$ cat src/rtl/add_seq_pkg.sv
// Shared definitions for the serial adder/subtractor: FSM encoding and
// the slice-index width helper.
package add_seq_pkg;

  typedef enum logic [1:0] {
    S_IDLE = 2'd0,
    S_RUN  = 2'd1,
    S_DONE = 2'd2
  } state_t;

  // Width of the slice index: clog2(nch), never narrower than one bit.
  function automatic int idx_width(input int nch);
    return (nch <= 2) ? 1 : $clog2(nch);
  endfunction

endpackage

$ cat src/rtl/add_chunk.sv
// CHUNK-bit combinational ripple adder; also exposes the carry into its MSB
// so the parent can derive signed overflow on the top slice.
module add_chunk #(
  parameter int CHUNK = 4
) (
  input  logic [CHUNK-1:0] a,
  input  logic [CHUNK-1:0] b,
  input  logic             cin,
  output logic [CHUNK-1:0] sum,
  output logic             cout,
  output logic             c_msb
);

  logic [CHUNK:0] w_c;

  assign w_c[0] = cin;

  for (genvar g = 0; g < CHUNK; g++) begin : g_bit
    full_adder u_fa (
      .a    (a[g]),
      .b    (b[g]),
      .cin  (w_c[g]),
      .s    (sum[g]),
      .cout (w_c[g+1])
    );
  end

  assign cout  = w_c[CHUNK];
  assign c_msb = w_c[CHUNK-1];

endmodule

$ cat src/rtl/full_adder.sv
// One-bit full adder cell, the building block of the chunk ripple adder.
module full_adder (
  input  logic a,
  input  logic b,
  input  logic cin,
  output logic s,
  output logic cout
);

  assign s    = a ^ b ^ cin;
  assign cout = (a & b) | (cin & (a ^ b));

endmodule

$ cat src/rtl/add_seq_nbit.sv
// Multi-cycle WIDTH-bit adder/subtractor: one CHUNK-bit slice per clock through
// a single shared chunk adder, with start/done handshake and ALU flags.
module add_seq_nbit
  import add_seq_pkg::*;
#(
  parameter int WIDTH = 32,
  parameter int CHUNK = 4
) (
  input  logic             iCLK,
  input  logic             iRST,
  input  logic             iSTART,
  input  logic             iSUB,
  input  logic [WIDTH-1:0] iA,
  input  logic [WIDTH-1:0] iB,
  output logic             oBUSY,
  output logic             oDONE,
  output logic [WIDTH-1:0] oSUM,
  output logic             oCARRY,
  output logic             oOVF,
  output logic             oZERO
);

  localparam int NCH = WIDTH / CHUNK;
  localparam int IW  = idx_width(NCH);

  state_t           r_state;
  state_t           w_state_next;
  logic [WIDTH-1:0] r_a;
  logic [WIDTH-1:0] r_b;
  logic             r_c;
  logic [IW-1:0]    r_idx;
  logic [WIDTH-1:0] r_sum;
  logic             r_busy;
  logic             r_done;
  logic             r_carry;
  logic             r_ovf;
  logic             r_zero;

  logic             w_accept;
  logic             w_last;
  logic [CHUNK-1:0] w_a_sl;
  logic [CHUNK-1:0] w_b_sl;
  logic [CHUNK-1:0] w_s;
  logic             w_cout;
  logic             w_cmsb;
  logic [WIDTH-1:0] w_sum_next;

  // A start is only honoured when no slices are in flight.
  assign w_accept = iSTART && ((r_state == S_IDLE) || (r_state == S_DONE));
  assign w_last   = (r_state == S_RUN) && (r_idx == IW'(NCH - 1));

  // State register.
  always_ff @(posedge iCLK) begin
    if (iRST) begin
      r_state <= S_IDLE;
    end else begin
      r_state <= w_state_next;
    end
  end

  // Next-state logic.
  always_comb begin
    w_state_next = r_state;
    case (r_state)
      S_IDLE: begin
        if (iSTART) w_state_next = S_RUN;
        else        w_state_next = S_IDLE;
      end
      S_RUN: begin
        if (r_idx == IW'(NCH - 1)) w_state_next = S_DONE;
        else                       w_state_next = S_RUN;
      end
      S_DONE: begin
        if (iSTART) w_state_next = S_RUN;
        else        w_state_next = S_IDLE;
      end
      default: w_state_next = S_IDLE;
    endcase
  end

  // Slice selection and merge of the new slice into the running result.
  always_comb begin
    w_a_sl     = r_a[int'(r_idx)*CHUNK +: CHUNK];
    w_b_sl     = r_b[int'(r_idx)*CHUNK +: CHUNK];
    w_sum_next = r_sum;
    w_sum_next[int'(r_idx)*CHUNK +: CHUNK] = w_s;
  end

  add_chunk #(.CHUNK(CHUNK)) u_chunk (
    .a     (w_a_sl),
    .b     (w_b_sl),
    .cin   (r_c),
    .sum   (w_s),
    .cout  (w_cout),
    .c_msb (w_cmsb)
  );

  // Datapath, handshake and flags; B is stored pre-inverted for subtraction.
  always_ff @(posedge iCLK) begin
    if (iRST) begin
      r_a     <= {WIDTH{1'b0}};
      r_b     <= {WIDTH{1'b0}};
      r_c     <= 1'b0;
      r_idx   <= {IW{1'b0}};
      r_sum   <= {WIDTH{1'b0}};
      r_busy  <= 1'b0;
      r_done  <= 1'b0;
      r_carry <= 1'b0;
      r_ovf   <= 1'b0;
      r_zero  <= 1'b0;
    end else if (w_accept) begin
      r_a    <= iA;
      r_b    <= iB ^ {WIDTH{iSUB}};
      r_c    <= iSUB;
      r_idx  <= {IW{1'b0}};
      r_sum  <= {WIDTH{1'b0}};
      r_busy <= 1'b1;
      r_done <= 1'b0;
    end else if (r_state == S_RUN) begin
      r_sum <= w_sum_next;
      r_c   <= w_cout;
      r_idx <= r_idx + IW'(1);
      if (w_last) begin
        r_busy  <= 1'b0;
        r_done  <= 1'b1;
        r_carry <= w_cout;
        r_ovf   <= w_cmsb ^ w_cout;
        r_zero  <= (w_sum_next == {WIDTH{1'b0}});
      end else begin
        r_busy <= 1'b1;
        r_done <= 1'b0;
      end
    end else begin
      r_done <= 1'b0;
    end
  end

  assign oBUSY  = r_busy;
  assign oDONE  = r_done;
  assign oSUM   = r_sum;
  assign oCARRY = r_carry;
  assign oOVF   = r_ovf;
  assign oZERO  = r_zero;

endmodule

$ cat config.mk
export PLATFORM = sky130hd
export DESIGN_NAME = add_seq_nbit
export DESIGN_NICKNAME = d
export VERILOG_FILES = /design/src/rtl/add_seq_pkg.sv /design/src/rtl/add_chunk.sv /design/src/rtl/full_adder.sv /design/src/rtl/add_seq_nbit.sv
export SDC_FILE = /design/constraint.sdc
export NUM_CORES = 1
export LEC_CHECK = 0
export ABC_CLOCK_PERIOD_IN_PS = 5800
export BUFFER_PORTS_ARGS = -buffer_cell sky130_fd_sc_hd__buf_4
export CORE_AREA = 2 2 115 117
export CTS_BUF_LIST = sky130_fd_sc_hd__clkbuf_16
export CTS_CLUSTER_SIZE = 24
export DETAILED_ROUTE_END_ITERATION = 16
export DIE_AREA = 0 0 117 119
export GPL_TIMING_DRIVEN = 0
export PLACE_DENSITY = 0.67
export SLEW_MARGIN = 0
export SYNTH_ARGS = -nofsm -noshare
export SYNTH_HDL_FRONTEND = slang
export SYNTH_SLANG_ARGS = --single-unit
$ cat constraint.sdc
create_clock -name iCLK -period 5.8 [get_ports iCLK]
set_input_delay 1.16 -clock iCLK [delete_from_list [all_inputs] [get_ports iCLK]]
set_output_delay 1.16 -clock iCLK [all_outputs]
set_load 0.01 [all_outputs]
-- Word level (Yosys, flattened, before mapping)
Cells that the tools add are included.
- register bits after elaboration: 107
- input port bits: 68
- output and inout port bits: 37
- $add $sub $neg: 2
- equality and inequality tests: 3
- shift operators: 4
- multiplexer cells: 10
- bitwise gates (word level): 24
- reduce and logical (&&, ||, !) cells: 10
- operator list (kind ; count):
    32-bit by 6-bit indexed part select with 4-bit output ; 2
    5-bit negator with 33-bit output ; 1
    4-bit by 33-bit variable shift with 32-bit output, first input constant ; 1
    4-bit by 33-bit indexed part select with 32-bit output ; 1
    32-bit bitwise mux ; 1
    32-bit logical NOT ; 1
    32-bit XOR ; 1
    1-bit XOR ; 9
    1-bit bitwise AND ; 8
    1-bit 2-to-1 mux ; 7
    1-bit bitwise OR ; 4
    2-bit one-hot mux with 2 select lines ; 1
    2-bit OR reduction ; 2
    3-bit by 1-bit adder with 3-bit output, second input constant ; 1
    3-bit equality test, second input constant ; 1
    3-bit AND reduction ; 1
    3-bit OR reduction ; 1
    2-bit by 1-bit equality test with 1-bit output, second input constant ; 1
    2-bit equality test, second input constant ; 1
    1-bit logical AND ; 2
    2-bit logical NOT ; 1
    2-bit 2-to-1 mux ; 1
    1-bit inverter ; 2
    2-bit nonzero test ; 1
    1-bit logical OR ; 1

-- Logic depth before layout (Yosys ltp)
Gate-level depths: netlist of the first run.
- depth after elaboration: 12
- gate-level depth with buffers: 16
- gate-level depth less buffers: 13

-- By module
From an unflattened synthesis of the first run, not the netlist that was laid out.
- cells, all modules: 574
- area total of the unflattened synthesis: 5073.6 µm²
- by module, submodules not included (module ; instances ; cells an instance ; area an instance (µm²) ; sequential area each (µm²)):
    add_seq_nbit ; 1 ; 570 ; 4993.5 ; 2142.1
    full_adder ; 4 ; 1 ; 20.0 ; 0.0

-- Worst setup path after synthesis of the first run
Ideal clock, no wire load.
- path kind: flip-flop to flip-flop
- from: reg r_idx[0]
- to: reg r_zero (netlist: oZERO)
- library setup time: 87 ps
- data arrival time: 3945 ps
- path slack: 1768 ps
- cell stages (with the launch flop): 17
- clock period less this slack: 4032 ps
- cells stage by stage: dfxtp_1 -> buf_4 -> buf_2 -> buf_4 -> mux4_2 -> mux2i_1 -> fa_1 -> inv_1 -> fa_1 -> inv_1 -> fa_1 -> fa_1 -> nor2b_1 -> a31oi_1 -> a311oi_1 -> nand4_1 -> o31ai_1
- longest elaborated chain between the ends: 12
- elaborated cells on any way between the ends: 27
- those cells by class: add/sub: 1; eq/ne: 1; shift: 4; mux: 1; bitwise: 17; reduce/logical: 3
- ends and longest elaborated chain (what ; RTL line ; text):
    from (decl) ; add_seq_nbit.sv:31 ; logic [IW-1:0] r_idx;
    from (signal assigned) ; add_seq_nbit.sv:104 ; r_idx <= {IW{1'b0}};
    from (signal assigned) ; add_seq_nbit.sv:115 ; r_idx <= {IW{1'b0}};
    from (signal assigned) ; add_seq_nbit.sv:122 ; r_idx <= r_idx + IW'(1);
    32-bit by 6-bit indexed part select with 4-bit output, on equally long branches ; add_seq_nbit.sv:83, add_seq_nbit.sv:84 ;
    1-bit XOR ; full_adder.sv:10, full_adder.sv:11 ;
    1-bit bitwise AND ; full_adder.sv:11 ; assign cout = (a & b) | (cin & (a ^ b));
    1-bit bitwise OR ; full_adder.sv:11 ;
    1-bit bitwise AND ; full_adder.sv:11 ;
    1-bit bitwise OR ; full_adder.sv:11 ;
    1-bit bitwise AND ; full_adder.sv:11 ;
    1-bit bitwise OR ; full_adder.sv:11 ;
    1-bit XOR ; full_adder.sv:10 ; assign s = a ^ b ^ cin;
    4-bit by 33-bit indexed part select with 32-bit output ; add_seq_nbit.sv:86 ; w_sum_next[int'(r_idx)*CHUNK +: CHUNK] = w_s;
    32-bit bitwise mux ; add_seq_nbit.sv:86 ;
    32-bit logical NOT ; add_seq_nbit.sv:128 ; r_zero <= (w_sum_next == {WIDTH{1'b0}});
    to (signal assigned) ; add_seq_nbit.sv:128 ;
    to (decl) ; add_seq_nbit.sv:37 ; logic r_zero;
Parallel ways exist; a longest one is shown, timed or not.
A chain may end at the register's enable or synchronous reset.

-- Final worst setup path of the first run
- from: reg r_idx[1]
- to: reg r_zero (netlist: oZERO)
The elaborated chain is that of the path after synthesis.

==> metrics.cfg, run 1 <==
[power_and_ir_drop]
power.leakage_nw = 2.44
power.density_nw_per_um2 = 256
power_frac_seq = 0.480
power_mw = 1.65
vdd_drop_max_mv = 0.147
swShare = 0.281
internal_power_mw = 1.19
clkPwrFrac = 0.350
combinationalPowerShare = 0.170
switchingPower_mw = 0.463

[floorplanning]
die_h_um = 119
rows = 42
die_x_um = 117
initial_core_util = 0.403
core-area_um2 = 12900
ioPinCount = 105
dieArea_um2 = 13900

[route]
ant_nets = 0
wl_um = 13700
routed_via_density = 5.24
drt_first_pass_iters = 5
routedWlPerCell_um = 15.5
drt_iter0_markers = 327
drc = 0
num_vias = 4628

[critical_path]
critPathBufInv = 4
end_kind = register
cp.arrival_ps = 5470
r2r_end = oZERO
critPathKind = reg -> reg
r2r_start = r_idx[1]
cp.required_ps = 6060
startpoint_type = register
r2r_cells = 15
cpMostUsedCell = fa_1
crit_family = adder cells
crit_path_top_delay_cell = fa_1
r2r_slack_ps = 590
cp_cell_sequence = clkbuf_1 > buf_2 > mux4_2 > mux2i_1 > fa_1 > inv_1 > fa_1 > inv_1 > fa_1 > fa_1 > nor2b_1 > a31oi_1 > a311oi_1 > nand4_1 > o31ai_1
worst_path_largest_cell_delay_ps = 760
worstPathMaxFanout = 10

[finish]
drive_gt1_frac = 0.214
fin_nets = 781
syn_to_final_growth_pct = 24.4
n_antenna_cell = 0
nFillCells = 1244

[clock_tree]
clkTransAtPathRegs_ps = 80
post-cts-setup-buffers = 0
post_cts_resized = 0
cts_tree = done
ctsHoldBuffers = 0
clock-sinks = 107
htree_levels = 3
root_buffer = clkbuf_16
clock_latency_ps = 350
cts_buffers = 9
clockBufferDepth = 2

[hold_path]
holdPathStages = 2
min_from = r_a[21]
min_to = r_a[21]
hold_path.class = reg -> reg

[synth]
synth_top_family_by_area = simple AND/OR/NAND/NOR gates
yosysSeqAreaShare = 0.413
synth_top_area_frac = 0.413
ys_seq_elements = 107
mappedNetlistNets = 668
synth_xor_area_frac = 0.0558
yosysMostFrequentCell = dfxtp_1
synth.mux.area_fraction = 0.114
synth.area.top_cells = dfxtp_1 (41%), mux4_2 (7.0%), nand2_1 (6.4%)
synth_compound_area_frac = 0.157
synthCells = 589
synth-simple-area-share = 0.182
yosys.area.top_type = dfxtp_1
syn_area_um2 = 5180
async_flop_share = 0
synth-adder-area-share = 0.0323
dominantRegCellSynth = dfxtp_1
synth_edf_count = 0
synth_cell_types = 56
synth_common_cells = dfxtp_1 (107), nand2_1 (88), nor2_1 (87)
yosys_warnings = 0
avgSynthCellArea_um2 = 8.80

[placed_design]
gp_congestion = 0.852
hpwl_um = 10300
io_buffers = 102

[global_route]
overflow = 0
grt_pass1_wl_um = 22000
track_usage = 0.200
grt_pass1_vias = 4568
grt_max_degree = 19
antenna_found_initial = 0

[timing]
fin_skew_ps = 11.6
clock.fmax_mhz = 192
slew_viol_final = 0
setup_viol_count_final = 0
rsz0062_at_grt = false
relSlewSlack = 0.438
final.min_clock_period_ps = 5210
finalCritPeriodShare = 0.899
hold_viol = 0
tns_ps = 0
worst-slew-pin-transition_ps = 830

[run_status]
status = completed

[flow_run]
maxCapViolations = 0

[layout make-up]
class	instances	area [um^2]	area share
Inverter	9	33.8	0.00524
Multi-Input combinational cell	426	2810	0.435
Buffer	47	203	0.0314
Sequential cell	107	2140	0.332
Clock inverter	7	51.3	0.00796
Timing Repair Buffer	102	766	0.119
Tap cell	176	220	0.0342
Clock buffer	9	225	0.0349
[layer usage]
| metal | up-vias | GRT usage | share of wire |
|---|---|---|---|
| met5 | - | 0 | 0 |
| met4 | 0 | 0.0588 | 0.015 |
| met3 | 21 | 0.0336 | 0.061 |
| met2 | 179 | 0.339 | 0.49 |
| met1 | 2160 | 0.260 | 0.43 |
| li1 | 2268 | - | - |
[worst register-to-register path, delay by kind of cell, from the launching register on]
family	cells	cell delay (ps)
buffers and inverters	4	1140
AOI/OAI and AO/OA	3	780
muxes	2	390
and+or+nand+nor	2	550
adders and majority gates	4	1730
DFF	1	540
[stage by stage]
step	hold WS (ps)	setup slack, ps	cells	cell area [um^2]	utilization
4_1_cts	458	663	883	6450	0.501
6_report	457	588	883	6450	0.501
5_1_grt	477	330	883	6450	0.501
2_1_floorplan	433	1770	589	5180	-
3_3_place_gp	440	749	867	6170	0.479
3_5_place_dp	449	743	867	6170	0.479
[sequential cells by signal (all words and copies together) (netlist names), 2 cells and up]
name and count:
r_idx 3, r_b 32, r_state 2, oSUM 32, r_a 32
[how the worst max path moves through the flow]
stage	start	end	slack [ps]	depth (start not counted)
4_1_cts	r_idx[1]	oZERO	660	15
6_report	r_idx[1]	oZERO	590	15
3_3_place_gp	r_idx[1]	oZERO	750	15
5_1_grt	r_idx[1]	oZERO	330	15
3_5_place_dp	r_idx[1]	oZERO	740	15
2_1_floorplan	r_idx[0]	oZERO	1770	16
[cells in the final DEF, fill, tap and decap left out, drive strengths merged, types with 2 or more instances in the layout]
cell	netlist	layout
nand3b	2	2
xnor2	33	33
o311ai	2	2
clkbuf	34	43
or3	2	2
clkinv	0	2
or3b	3	3
nand2	88	88
nor4	5	5
o21ai	13	13
nor2b	5	5
nand4	2	2
fa	4	4
dfxtp	107	107
and2	3	3
nand2b	5	5
mux2i	23	23
a31oi	3	3
a2111oi	2	2
o31a	2	2
nor3	6	6
a21oi	52	52
ha	7	7
a211oi	39	39
nand3	3	3
nor2	87	87
buf	13	115
mux4	16	16
inv	9	13
[power by group through the flow]
| stage | clock (mW) | combinational [mW] | sequential [mW] |
|---|---|---|---|
| after floorplan | 0 | 0.180 | 0.803 |
| after global placement | 0 | 0.274 | 0.807 |
| after detailed placement | 0 | 0.278 | 0.808 |
| after CTS | 0.585 | 0.280 | 0.791 |
| after global routing | 0.613 | 0.309 | 0.796 |
| final | 0.578 | 0.280 | 0.792 |
[cell families (layout without fill, tap and decap cells)]
logic type,after synthesis,after routing
muxes,39,39
buffers and inverters,56,174
AOI/OAI and AO/OA,126,126
adders and majority gates,11,11
DFF,107,107
and+or+nand+nor,217,217
xor gates and xnor gates,33,33
No activity file was read; power rests on OpenSTA's default activity.
==> inputs of run 2 (changes only) <==
CORE_AREA = 2 2 101 103   (was 2 2 115 117)
DIE_AREA = 0 0 103 105   (was 0 0 117 119)
PLACE_DENSITY = 0.83   (was 0.67)
SLEW_MARGIN = 20   (was 0)
==> run 2 against run 1 <==
Register-to-register slack lost 60 ps. Routed wire length shrank 1.9%. Global-route usage grew 5.8 points. Maximum frequency shrank 1.2%. Worst hold slack gained 1.2 ps. Clock power grew 16%. Non-clock buffer count is the same. Sequential share of layout area is essentially flat. Via count grew 2.7%. Critical endpoint unchanged.
==> metrics.cfg, run 2 (synthesis gave the netlist of run 1 again) <==
[global_route]
grt_max_degree = 19
grt_pass1_vias = 4683
overflow = 0
grt_pass1_wl_um = 22100
track_usage = 0.257
antenna_found_initial = 0

[finish]
drive_gt1_frac = 0.214
postLayoutCoreUtil = 0.668
n_antenna_cell = 0
mostFrequentLayoutCells = dfxtp_1 (107), buf_4 (105), nand2_1 (88), nor2_1 (87), a21oi_1 (52)
syn_to_final_growth_pct = 24.3
nFillCells = 786
postLayoutCellArea_um2 = 6440
final_common_cell = dfxtp_1
fin_nets = 781

[power_and_ir_drop]
power_frac_seq = 0.455
vdd_drop_max_mv = 0.157
clkPwrFrac = 0.384
power_mw = 1.74
swShare = 0.269
power.density_nw_per_um2 = 271
switchingPower_mw = 0.469
power.leakage_nw = 2.46
combinationalPowerShare = 0.161
internal_power_mw = 1.27

[timing]
clock.fmax_mhz = 190
final.min_clock_period_ps = 5280
worst-slew-pin-transition_ps = 808
hold_viol = 0
relSlewSlack = 0.453
tns_ps = 0
fin_skew_ps = 6.28
setup_viol_count_final = 0
finalCritPeriodShare = 0.910
slew_viol_final = 0
rsz0062_at_grt = false

[critical_path]
worst_path_largest_cell_delay_ps = 760
end_kind = register
cp_cell_sequence = clkbuf_1 > buf_2 > mux4_2 > mux2i_1 > fa_1 > inv_1 > fa_1 > inv_1 > fa_1 > fa_1 > nor2b_1 > a31oi_1 > a311oi_1 > nand4_1 > o31ai_1
crit_path_top_delay_cell = fa_1
critPathKind = reg -> reg
worstPathMaxFanout = 10
cp.arrival_ps = 5520
startpoint_type = register
cp.required_ps = 6040
cpMostUsedCell = fa_1

[floorplanning]
die_h_um = 105
rows = 36
ioPinCount = 105
core-area_um2 = 9640
dieArea_um2 = 10800
die_x_um = 103
initial_core_util = 0.538

[route]
routed_via_density = 5.66
ant_nets = 0
wl_um = 13500
drt_iter0_markers = 251
drt_first_pass_iters = 5
drc = 0
num_vias = 4754
routedWlPerCell_um = 16.0

[clock_tree]
clockBufferDepth = 2
root_buffer = clkbuf_16
post_cts_resized = 0
post-cts-setup-buffers = 0
ctsHoldBuffers = 0
htree_levels = 3
cts_buffers = 9
clock_latency_ps = 350
clock-sinks = 107
clkTransAtPathRegs_ps = 70
cts_tree = done

[placed_design]
placed_area_um2 = 6120
gp_congestion = 0.904
hpwl_um = 10100
io_buffers = 102

[flow_run]
maxCapViolations = 0

[run_status]
status = completed

[hold_path]
hold_path.class = reg -> reg

## run 2: cell count changes in the layout (fill, tap and decap cells not counted)
cell       delta
inv_6         -2
clkinv_2      -1
bufinv_16     +2
inv_8         +1
## run 2: power by group through the flow
stage	Combinational (mW)	Sequential, mW	Clock (mW)
after floorplan	0.180	0.803	0
after global placement	0.271	0.807	0
after detailed placement	0.277	0.809	0
after CTS	0.279	0.793	0.668
after global routing	0.307	0.796	0.694
final	0.281	0.793	0.669
## run 2: per-layer routing
metal | track usage | share of wire | vias up
li1 | - | - | 2270
met1 | 0.338 | 0.42 | 2257
met2 | 0.436 | 0.50 | 201
met3 | 0.0355 | 0.060 | 26
met4 | 0.0771 | 0.020 | 0
met5 | 0 | 0 | -
## run 2: worst paths after layout
path | startpoint | endpoint | slack (ps) | cells past startpoint
setup / recovery | r_idx[1] | oZERO | 520 | 15
hold reg to reg | r_a[25] | r_a[25] | 460 | 2
setup reg to reg | r_idx[1] | oZERO | 520 | 15
hold / removal | r_a[25] | r_a[25] | 460 | 2
## run 2: final cells by class
cell class / count / area, um^2 / area share
buffer: 47 / 203 / 0.0315
clock buffer: 9 / 225 / 0.0350
clock inverter: 7 / 100 / 0.0155
inverter: 9 / 33.8 / 0.00524
multi-input combinational: 426 / 2810 / 0.436
sequential: 107 / 2140 / 0.333
tap: 133 / 166 / 0.0258
timing repair buffer: 102 / 766 / 0.119
## run 2: per-stage QoR
stage	hold slack [ps]	std cells	worst slack [ps]
global placement	440	824	716
finish	459	840	525
global route	479	840	361
detailed placement	447	824	679
CTS	457	840	653
floorplan	433	589	1770
## run 2: worst max-delay path, delay by kind of cell (launching register included)
family	cells	cell delay [ps]
adder cells (fa/ha/maj)	4	1720
buffers and inverters	4	1120
AO/OA/AOI/OAI	3	820
flip-flops	1	580
AND/OR/NAND/NOR	2	580
multiplexers	2	360
